**src/rtl/alarm_output_driver_if.sv**
```systemverilog
// -----------------------------------------------------------------------------
// alarm_output_driver_if
//
// Purpose: groups the request levels coming from the anti-theft FSM and the
// physical alarm outputs into one bundle.
//
// Signals:
//   sirenRequest  - siren level requested by the anti-theft FSM
//   statusRequest - status-indicator level requested by the anti-theft FSM
//   sirenDrive    - modulated square wave to the siren transducer
//   sirenActive   - high while the siren is sounding
//   sirenTimedOut - high while the siren is held off by the max-sound cutoff
//   statusLed     - registered copy of statusRequest
//
// Modports:
//   master - the requesting side (drives requests, observes outputs)
//   slave  - the output driver itself
// -----------------------------------------------------------------------------
interface alarm_output_driver_if;
  logic sirenRequest;
  logic statusRequest;
  logic sirenDrive;
  logic sirenActive;
  logic sirenTimedOut;
  logic statusLed;

  modport master (
    output sirenRequest,
    output statusRequest,
    input  sirenDrive,
    input  sirenActive,
    input  sirenTimedOut,
    input  statusLed
  );

  modport slave (
    input  sirenRequest,
    input  statusRequest,
    output sirenDrive,
    output sirenActive,
    output sirenTimedOut,
    output statusLed
  );
endinterface

```
**src/rtl/alarm_output_driver.sv**
```systemverilog
// -----------------------------------------------------------------------------
// alarm_output_driver
//
// Purpose: turns the level-type siren/status requests of the anti-theft FSM
// into physical outputs. The siren is a two-tone warble square wave that is
// cut off after a maximum continuous sounding time and stays off until the
// request drops. The status LED is a registered copy of its request.
//
// Optional feature: define ALARM_CHIRP_EN to add a short tone-A arm chirp on
// every rising edge of statusRequest seen while idle.
//
// Ports:
//   clock - system clock
//   reset - asynchronous, active-low reset
//   bus   - alarm_output_driver_if.slave
//             sirenRequest, statusRequest (in)
//             sirenDrive, sirenActive, sirenTimedOut, statusLed (out)
// -----------------------------------------------------------------------------
module alarm_output_driver #(
  parameter int TICK_DIV     = 50000,
  parameter int TONE_A_HALF  = 25000,
  parameter int TONE_B_HALF  = 33333,
  parameter int WARBLE_TICKS = 250,
  parameter int MAX_ON_TICKS = 60000,
  parameter int CHIRP_TICKS  = 50
) (
  input  logic                 clock,
  input  logic                 reset,
  alarm_output_driver_if.slave bus
);

  localparam int HALF_MAX = (TONE_A_HALF > TONE_B_HALF) ? TONE_A_HALF : TONE_B_HALF;
  localparam int TICK_W   = (TICK_DIV     > 1) ? $clog2(TICK_DIV)     : 1;
  localparam int HALF_W   = (HALF_MAX     > 1) ? $clog2(HALF_MAX)     : 1;
  localparam int WARB_W   = (WARBLE_TICKS > 1) ? $clog2(WARBLE_TICKS) : 1;
  localparam int ON_W     = (MAX_ON_TICKS > 1) ? $clog2(MAX_ON_TICKS) : 1;

  // Counters compare against their last value, so the terminal value itself
  // never has to be representable in the counter.
  localparam logic [TICK_W-1:0] TICK_LAST   = TICK_W'(TICK_DIV - 1);
  localparam logic [HALF_W-1:0] HALF_A_LAST = HALF_W'(TONE_A_HALF - 1);
  localparam logic [HALF_W-1:0] HALF_B_LAST = HALF_W'(TONE_B_HALF - 1);
  localparam logic [WARB_W-1:0] WARB_LAST   = WARB_W'(WARBLE_TICKS - 1);
  localparam logic [ON_W-1:0]   ON_LAST     = ON_W'(MAX_ON_TICKS - 1);

  // An illegal parameter set shows up as this named block in elaboration.
  if (TICK_DIV < 1 || WARBLE_TICKS < 1 || MAX_ON_TICKS < 1 || CHIRP_TICKS < 1 ||
      TONE_A_HALF < 2 || TONE_B_HALF < 2) begin : gBadParams
  end

`ifdef ALARM_CHIRP_EN
  localparam int CHIRP_W = (CHIRP_TICKS > 1) ? $clog2(CHIRP_TICKS) : 1;
  localparam logic [CHIRP_W-1:0] CHIRP_LAST = CHIRP_W'(CHIRP_TICKS - 1);

  typedef enum logic [1:0] {IDLE, SOUNDING, CUTOFF, CHIRP} state_t;

  logic [CHIRP_W-1:0] chirpCnt_q, chirpCnt_d;
`else
  typedef enum logic [1:0] {IDLE, SOUNDING, CUTOFF} state_t;
`endif

  state_t             state_q, state_d;
  logic [TICK_W-1:0]  tickCnt_q, tickCnt_d;
  logic [HALF_W-1:0]  halfCnt_q, halfCnt_d;
  logic [WARB_W-1:0]  warbleCnt_q, warbleCnt_d;
  logic [ON_W-1:0]    onTicks_q, onTicks_d;
  logic               toneB_q, toneB_d;
  logic               sirenDrive_q, sirenDrive_d;
  logic               sirenActive_q;
  logic               sirenTimedOut_q;
  logic               statusLed_q;
  logic               tick;
  logic               halfHit;
  logic               startSound;

  assign tick    = (tickCnt_q == TICK_LAST);
  assign halfHit = (halfCnt_q == (toneB_q ? HALF_B_LAST : HALF_A_LAST));

  // Next-state logic. Entry into SOUNDING is collected in startSound so that
  // IDLE and CHIRP share one full initialisation of the tone machinery.
  always_comb begin
    state_d      = state_q;
    tickCnt_d    = tick ? '0 : tickCnt_q + 1'b1;
    halfCnt_d    = halfCnt_q;
    warbleCnt_d  = warbleCnt_q;
    onTicks_d    = onTicks_q;
    toneB_d      = toneB_q;
    sirenDrive_d = sirenDrive_q;
    startSound   = 1'b0;
`ifdef ALARM_CHIRP_EN
    chirpCnt_d   = chirpCnt_q;
`endif

    case (state_q)
      IDLE: begin
        sirenDrive_d = 1'b0;
        if (bus.sirenRequest) begin
          startSound = 1'b1;
        end
`ifdef ALARM_CHIRP_EN
        else if (bus.statusRequest && !statusLed_q) begin
          state_d      = CHIRP;
          tickCnt_d    = '0;
          halfCnt_d    = '0;
          toneB_d      = 1'b0;
          sirenDrive_d = 1'b1;
          chirpCnt_d   = '0;
        end
`endif
      end

      SOUNDING: begin
        if (!bus.sirenRequest) begin
          state_d      = IDLE;
          sirenDrive_d = 1'b0;
        end else if (tick && onTicks_q == ON_LAST) begin
          state_d      = CUTOFF;
          sirenDrive_d = 1'b0;
        end else begin
          if (halfHit) begin
            sirenDrive_d = ~sirenDrive_q;
            halfCnt_d    = '0;
          end else begin
            halfCnt_d = halfCnt_q + 1'b1;
          end
          if (tick) begin
            if (onTicks_q != '1) begin
              onTicks_d = onTicks_q + 1'b1;
            end
            // A tone swap restarts the half period and holds the output
            // level, overriding any toggle due in the same cycle.
            if (warbleCnt_q == WARB_LAST) begin
              toneB_d      = ~toneB_q;
              warbleCnt_d  = '0;
              halfCnt_d    = '0;
              sirenDrive_d = sirenDrive_q;
            end else begin
              warbleCnt_d = warbleCnt_q + 1'b1;
            end
          end
        end
      end

      CUTOFF: begin
        sirenDrive_d = 1'b0;
        if (!bus.sirenRequest) begin
          state_d = IDLE;
        end
      end

`ifdef ALARM_CHIRP_EN
      CHIRP: begin
        if (bus.sirenRequest) begin
          startSound = 1'b1;
        end else if (tick && chirpCnt_q == CHIRP_LAST) begin
          state_d      = IDLE;
          sirenDrive_d = 1'b0;
        end else begin
          if (halfHit) begin
            sirenDrive_d = ~sirenDrive_q;
            halfCnt_d    = '0;
          end else begin
            halfCnt_d = halfCnt_q + 1'b1;
          end
          if (tick) begin
            chirpCnt_d = chirpCnt_q + 1'b1;
          end
        end
      end
`endif

      default: begin
        state_d      = IDLE;
        sirenDrive_d = 1'b0;
      end
    endcase

    if (startSound) begin
      state_d      = SOUNDING;
      tickCnt_d    = '0;
      halfCnt_d    = '0;
      warbleCnt_d  = '0;
      onTicks_d    = '0;
      toneB_d      = 1'b0;
      sirenDrive_d = 1'b1;
    end
  end

  // State and output registers; status flags are decoded from the next state
  // so they line up with the state they describe.
  always_ff @(posedge clock or negedge reset) begin
    if (!reset) begin
      state_q         <= IDLE;
      tickCnt_q       <= '0;
      halfCnt_q       <= '0;
      warbleCnt_q     <= '0;
      onTicks_q       <= '0;
      toneB_q         <= 1'b0;
      sirenDrive_q    <= 1'b0;
      sirenActive_q   <= 1'b0;
      sirenTimedOut_q <= 1'b0;
      statusLed_q     <= 1'b0;
`ifdef ALARM_CHIRP_EN
      chirpCnt_q      <= '0;
`endif
    end else begin
      state_q         <= state_d;
      tickCnt_q       <= tickCnt_d;
      halfCnt_q       <= halfCnt_d;
      warbleCnt_q     <= warbleCnt_d;
      onTicks_q       <= onTicks_d;
      toneB_q         <= toneB_d;
      sirenDrive_q    <= sirenDrive_d;
      sirenActive_q   <= (state_d == SOUNDING);
      sirenTimedOut_q <= (state_d == CUTOFF);
      statusLed_q     <= bus.statusRequest;
`ifdef ALARM_CHIRP_EN
      chirpCnt_q      <= chirpCnt_d;
`endif
    end
  end

  assign bus.sirenDrive    = sirenDrive_q;
  assign bus.sirenActive   = sirenActive_q;
  assign bus.sirenTimedOut = sirenTimedOut_q;
  assign bus.statusLed     = statusLed_q;

endmodule

```
**src/flat_wrapper.sv**
```systemverilog
// flat-port wrapper written by rule: the top's interface ports become plain ports
module alarm_output_driver_flat 
#(
  parameter int TICK_DIV     = 50000,
  parameter int TONE_A_HALF  = 25000,
  parameter int TONE_B_HALF  = 33333,
  parameter int WARBLE_TICKS = 250,
  parameter int MAX_ON_TICKS = 60000,
  parameter int CHIRP_TICKS  = 50
)
  (clock, reset, bus_sirenRequest, bus_statusRequest, bus_sirenDrive, bus_sirenActive, bus_sirenTimedOut, bus_statusLed);
  alarm_output_driver_if bus_i ();
  input  logic clock;
  input  logic reset;
  input wire logic [$bits(bus_i.sirenRequest)-1:0] bus_sirenRequest;
  input wire logic [$bits(bus_i.statusRequest)-1:0] bus_statusRequest;
  output wire logic [$bits(bus_i.sirenDrive)-1:0] bus_sirenDrive;
  output wire logic [$bits(bus_i.sirenActive)-1:0] bus_sirenActive;
  output wire logic [$bits(bus_i.sirenTimedOut)-1:0] bus_sirenTimedOut;
  output wire logic [$bits(bus_i.statusLed)-1:0] bus_statusLed;
  assign bus_i.sirenRequest = bus_sirenRequest;
  assign bus_i.statusRequest = bus_statusRequest;
  assign bus_sirenDrive = bus_i.sirenDrive;
  assign bus_sirenActive = bus_i.sirenActive;
  assign bus_sirenTimedOut = bus_i.sirenTimedOut;
  assign bus_statusLed = bus_i.statusLed;
  alarm_output_driver #(.TICK_DIV(TICK_DIV), .TONE_A_HALF(TONE_A_HALF), .TONE_B_HALF(TONE_B_HALF), .WARBLE_TICKS(WARBLE_TICKS), .MAX_ON_TICKS(MAX_ON_TICKS), .CHIRP_TICKS(CHIRP_TICKS)) u_core (.clock(clock), .reset(reset), .bus(bus_i));
endmodule
```
**config.mk**
```make
export PLATFORM = sky130hd
export DESIGN_NAME = alarm_output_driver_flat
export DESIGN_NICKNAME = d
export VERILOG_FILES = /design/src/rtl/alarm_output_driver_if.sv /design/src/rtl/alarm_output_driver.sv /design/src/flat_wrapper.sv
export SDC_FILE = /design/constraint.sdc
export NUM_CORES = 1
export LEC_CHECK = 0
export CORE_MARGIN = 5
export CORE_UTILIZATION = 66
export CTS_BUF_LIST = sky130_fd_sc_hd__clkbuf_16
export DETAILED_ROUTE_END_ITERATION = 10
export MAX_ROUTING_LAYER = met4
export PLACE_DENSITY_LB_ADDON = 0.15
export REMOVE_ABC_BUFFERS = 1
export SLEW_MARGIN = 20
export SYNTH_ARGS = -nofsm -noshare
export SYNTH_HDL_FRONTEND = slang
export SYNTH_SLANG_ARGS = --single-unit
```
**constraint.sdc**
```tcl
create_clock -name clock -period 4.95 [get_ports clock]
set_input_delay 0.495 -clock clock [delete_from_list [all_inputs] [get_ports clock]]
set_output_delay 0.495 -clock clock [all_outputs]
set_load 0.03 [all_outputs]
```
==> results.cfg <==
[outcome]
outcome = completed

[placed_design]
dpl.hpwl_um = 4760
io_buffers = 7
place_congestion = 0.856
dp_slack_ns = 1.86

[job]
drv_cap = 0

[layout]
final_util_pct = 75.6
syn2layout_area_growth_pct = 12.1
diodes = 0
num-fill-cells = 369
layout.nets = 383
layout-drive-gt1-share_pct = 7.41

[setup_path]
required_ns = 5.13
crit_chain = or4_4, or4_1, nor2_1, a21oi_1, o31ai_2, nor2_1
timing.rr.start = u_core.tickCnt_q[4]
reg2reg_to = u_core.halfCnt_q[8]
start_kind = flip-flop
path_common_cell = nor2_1
crit_arrival_ns = 3.10
cp_num_buf_inv = 0
cp_slowest_stage_delay_ns = 0.67
worstPathMaxFanout = 10
worst_setup_path_end_kind = flip-flop
r2r_slack_ns = 2.02
ff2ff_path_depth = 6
crit_slowest_cell = o31ai_2
cp_top_family = simple AND/OR/NAND/NOR gates
crit_type = flip-flop to flip-flop

[synthesis]
ys_seq_area_share_pct = 46.3
yosys-top-cells-area = dfrtp_1, nor2_1, xor2_1
yosys.cell_count.top_type = dfrtp_1
synth_edf_count = 0
postSynthCellCount = 362
yosysTopAreaCell = dfrtp_1
ys_warn_count = 0
synth_ff_type = dfrtp_1
yosysTopAreaCellShare_pct = 46.3
synth_seq_cells = 63
async_flop_share_pct = 100
netlist_area_mm2 = 0.00340
synth_common_cells = dfrtp_1, nor2_1, nand2_1
ys_types = 46
syn_avg_cell_area_um2 = 9.40

[floorplan]
die-area_mm2 = 0.00669
die_h_um = 81.8
core-area_mm2 = 0.00504
start_util_pct = 67.5
io_pins = 8
die_w_um = 81.8
rows = 26

[pwr]
ir_worst_vdd_mv = 0.246
p_leak_nw = 1.63
p_per_area_mw_per_mm2 = 323

[cts]
clock_path_buffers = 2
cts_buffers = 9
cts_tree = done
clock_sinks = 63
post_cts_buffers = 0
worstSkewPairLatency_ns = 0.33
htreeDepth = 3
post_cts_resized = 0
clk_pin_slew_ns = 0.05
clock-root-buffer = clkbuf_16
cts_hold_buf = 0

[grt]
antenna_found_initial = 0
grt_pass1_wl_um = 12500
gr-total-overflow = 0
grt_max_degree = 64
grt_usage_pct = 25.3
grt_pass1_vias = 2724

[sta]
layout_setup_ws_ns = 2.02
final.setup.tns_ns = 0
finalClockSkew_ns = 0.00831
rsz0062_at_grt = no
drv_slew = 0
fin_crit_sh_pct = 59.1
period_needed_ns = 2.93
hold_viol = 0
max_clock_freq_mhz = 342
worstMarginPinSlew_ns = 0.857
setup_viol = 0
hold_slack_ns = 0.324
slew_headroom_pct = 42.7

[detailed_routing]
drc_errors = 0
drt_wl_total_um = 7320
antenna_left = 0
wire_per_inst_um = 16.3
post_drt_via_cell_ratio = 6.39
drt_iter0_drc = 216
vias = 2863
dr.pass1.iters = 6

[hold_path]
hold_path_class = primary input to asynchronous set/reset pin
cells in the final DEF, fill, tap and decap left out, types with 2 or more instances in the layout:
master,count
a21o_1,2
a21oi_1,13
a22o_1,2
a31o_2,2
and2_1,3
and3_1,15
and4_1,6
buf_4,3
clkbuf_16,9
clkdlybuf4s50_1,6
clkinv_1,2
clkinv_2,3
dfrtp_1,63
ha_1,5
inv_1,7
mux2i_1,4
nand2_1,35
nand2b_1,3
nand3_1,24
nand4_1,15
nor2_1,45
nor2b_1,2
nor3_1,6
nor3b_1,4
nor4_1,4
nor4b_1,4
o21ai_0,13
o311ai_0,4
o31ai_1,8
o41ai_1,3
or2_2,3
or3_1,5
or4_1,12
or4_4,2
xnor2_1,10
xor2_1,17
layout make-up:
class                      count  area [µm²]  area share, %
sequential                    63        1580           41.4
clock inverter                 6        52.6           1.38
timing repair buffer          10        87.6           2.30
multi-input combinational    283        1760           46.1
clock buffer                   9         225           5.91
inverter                       7        26.3          0.689
tap                           70        87.6           2.30
per-layer routing:
| layer | GRT usage (%) | part of all wire, % | up-vias |
|---|---|---|---|
| li1 | - | - | 1365 |
| met2 | 38.9 | 47 | 91 |
| met5 | - | 0 | - |
| met1 | 31.4 | 45 | 1385 |
| met3 | 7.24 | 5.3 | 22 |
| met4 | 10.3 | 2.1 | 0 |
flip-flops by register name, summed over array words and instances, names as in the netlist:
| signal | count |
|---|---|
| u_core.bus.sirenActive | 1 |
| u_core.bus.sirenDrive | 1 |
| u_core.bus.sirenTimedOut | 1 |
| u_core.bus.statusLed | 1 |
| u_core.halfCnt_q | 16 |
| u_core.onTicks_q | 16 |
| u_core.state_q | 2 |
| u_core.tickCnt_q | 16 |
| u_core.toneB_q | 1 |
| u_core.warbleCnt_q | 8 |
worst max-delay path by stage:
stage	end	slack, ns	startpoint	cells after the start
2_1_floorplan	u_core.onTicks_q[14]	2.19	bus_sirenRequest	6
3_3_place_gp	u_core.onTicks_q[14]	1.97	bus_sirenRequest	8
3_5_place_dp	u_core.onTicks_q[12]	1.86	bus_sirenRequest	8
4_1_cts	u_core.halfCnt_q[9]	2.04	u_core.tickCnt_q[4]	6
5_1_grt	u_core.halfCnt_q[6]	1.85	u_core.tickCnt_q[4]	6
6_report	u_core.halfCnt_q[8]	2.02	u_core.tickCnt_q[4]	6
stage by stage:
step / cells / power, mW / cell area, µm²
floorplan: 353 / 0.610 / 3360
global placement: 433 / 0.644 / 3530
detailed placement: 433 / 0.644 / 3530
CTS: 448 / 1.23 / 3810
global route: 448 / 1.28 / 3810
finish: 448 / 1.23 / 3810
power breakdown:
group | switching (mW) | internal, mW
sequential | 0.0229 | 0.536
combinational | 0.0477 | 0.0289
clock | 0.215 | 0.380
cells by family (layout without fill, tap and decap cells):
logic type               count (synthesis)  in the layout  share of synthesized area, %
AO/OA/AOI/OAI                           56             56                          11.2
XOR/XNOR                                27             27                          6.95
adder cells (fa/ha/maj)                  5              5                          1.84
buffers and inverters                   16             32                          2.06
flip-flops                              63             63                          46.3
multiplexers                             4              4                          1.18
AND/OR/NAND/NOR                        191            191                          30.4
Note: power is estimated with default switching activity, not from simulation.
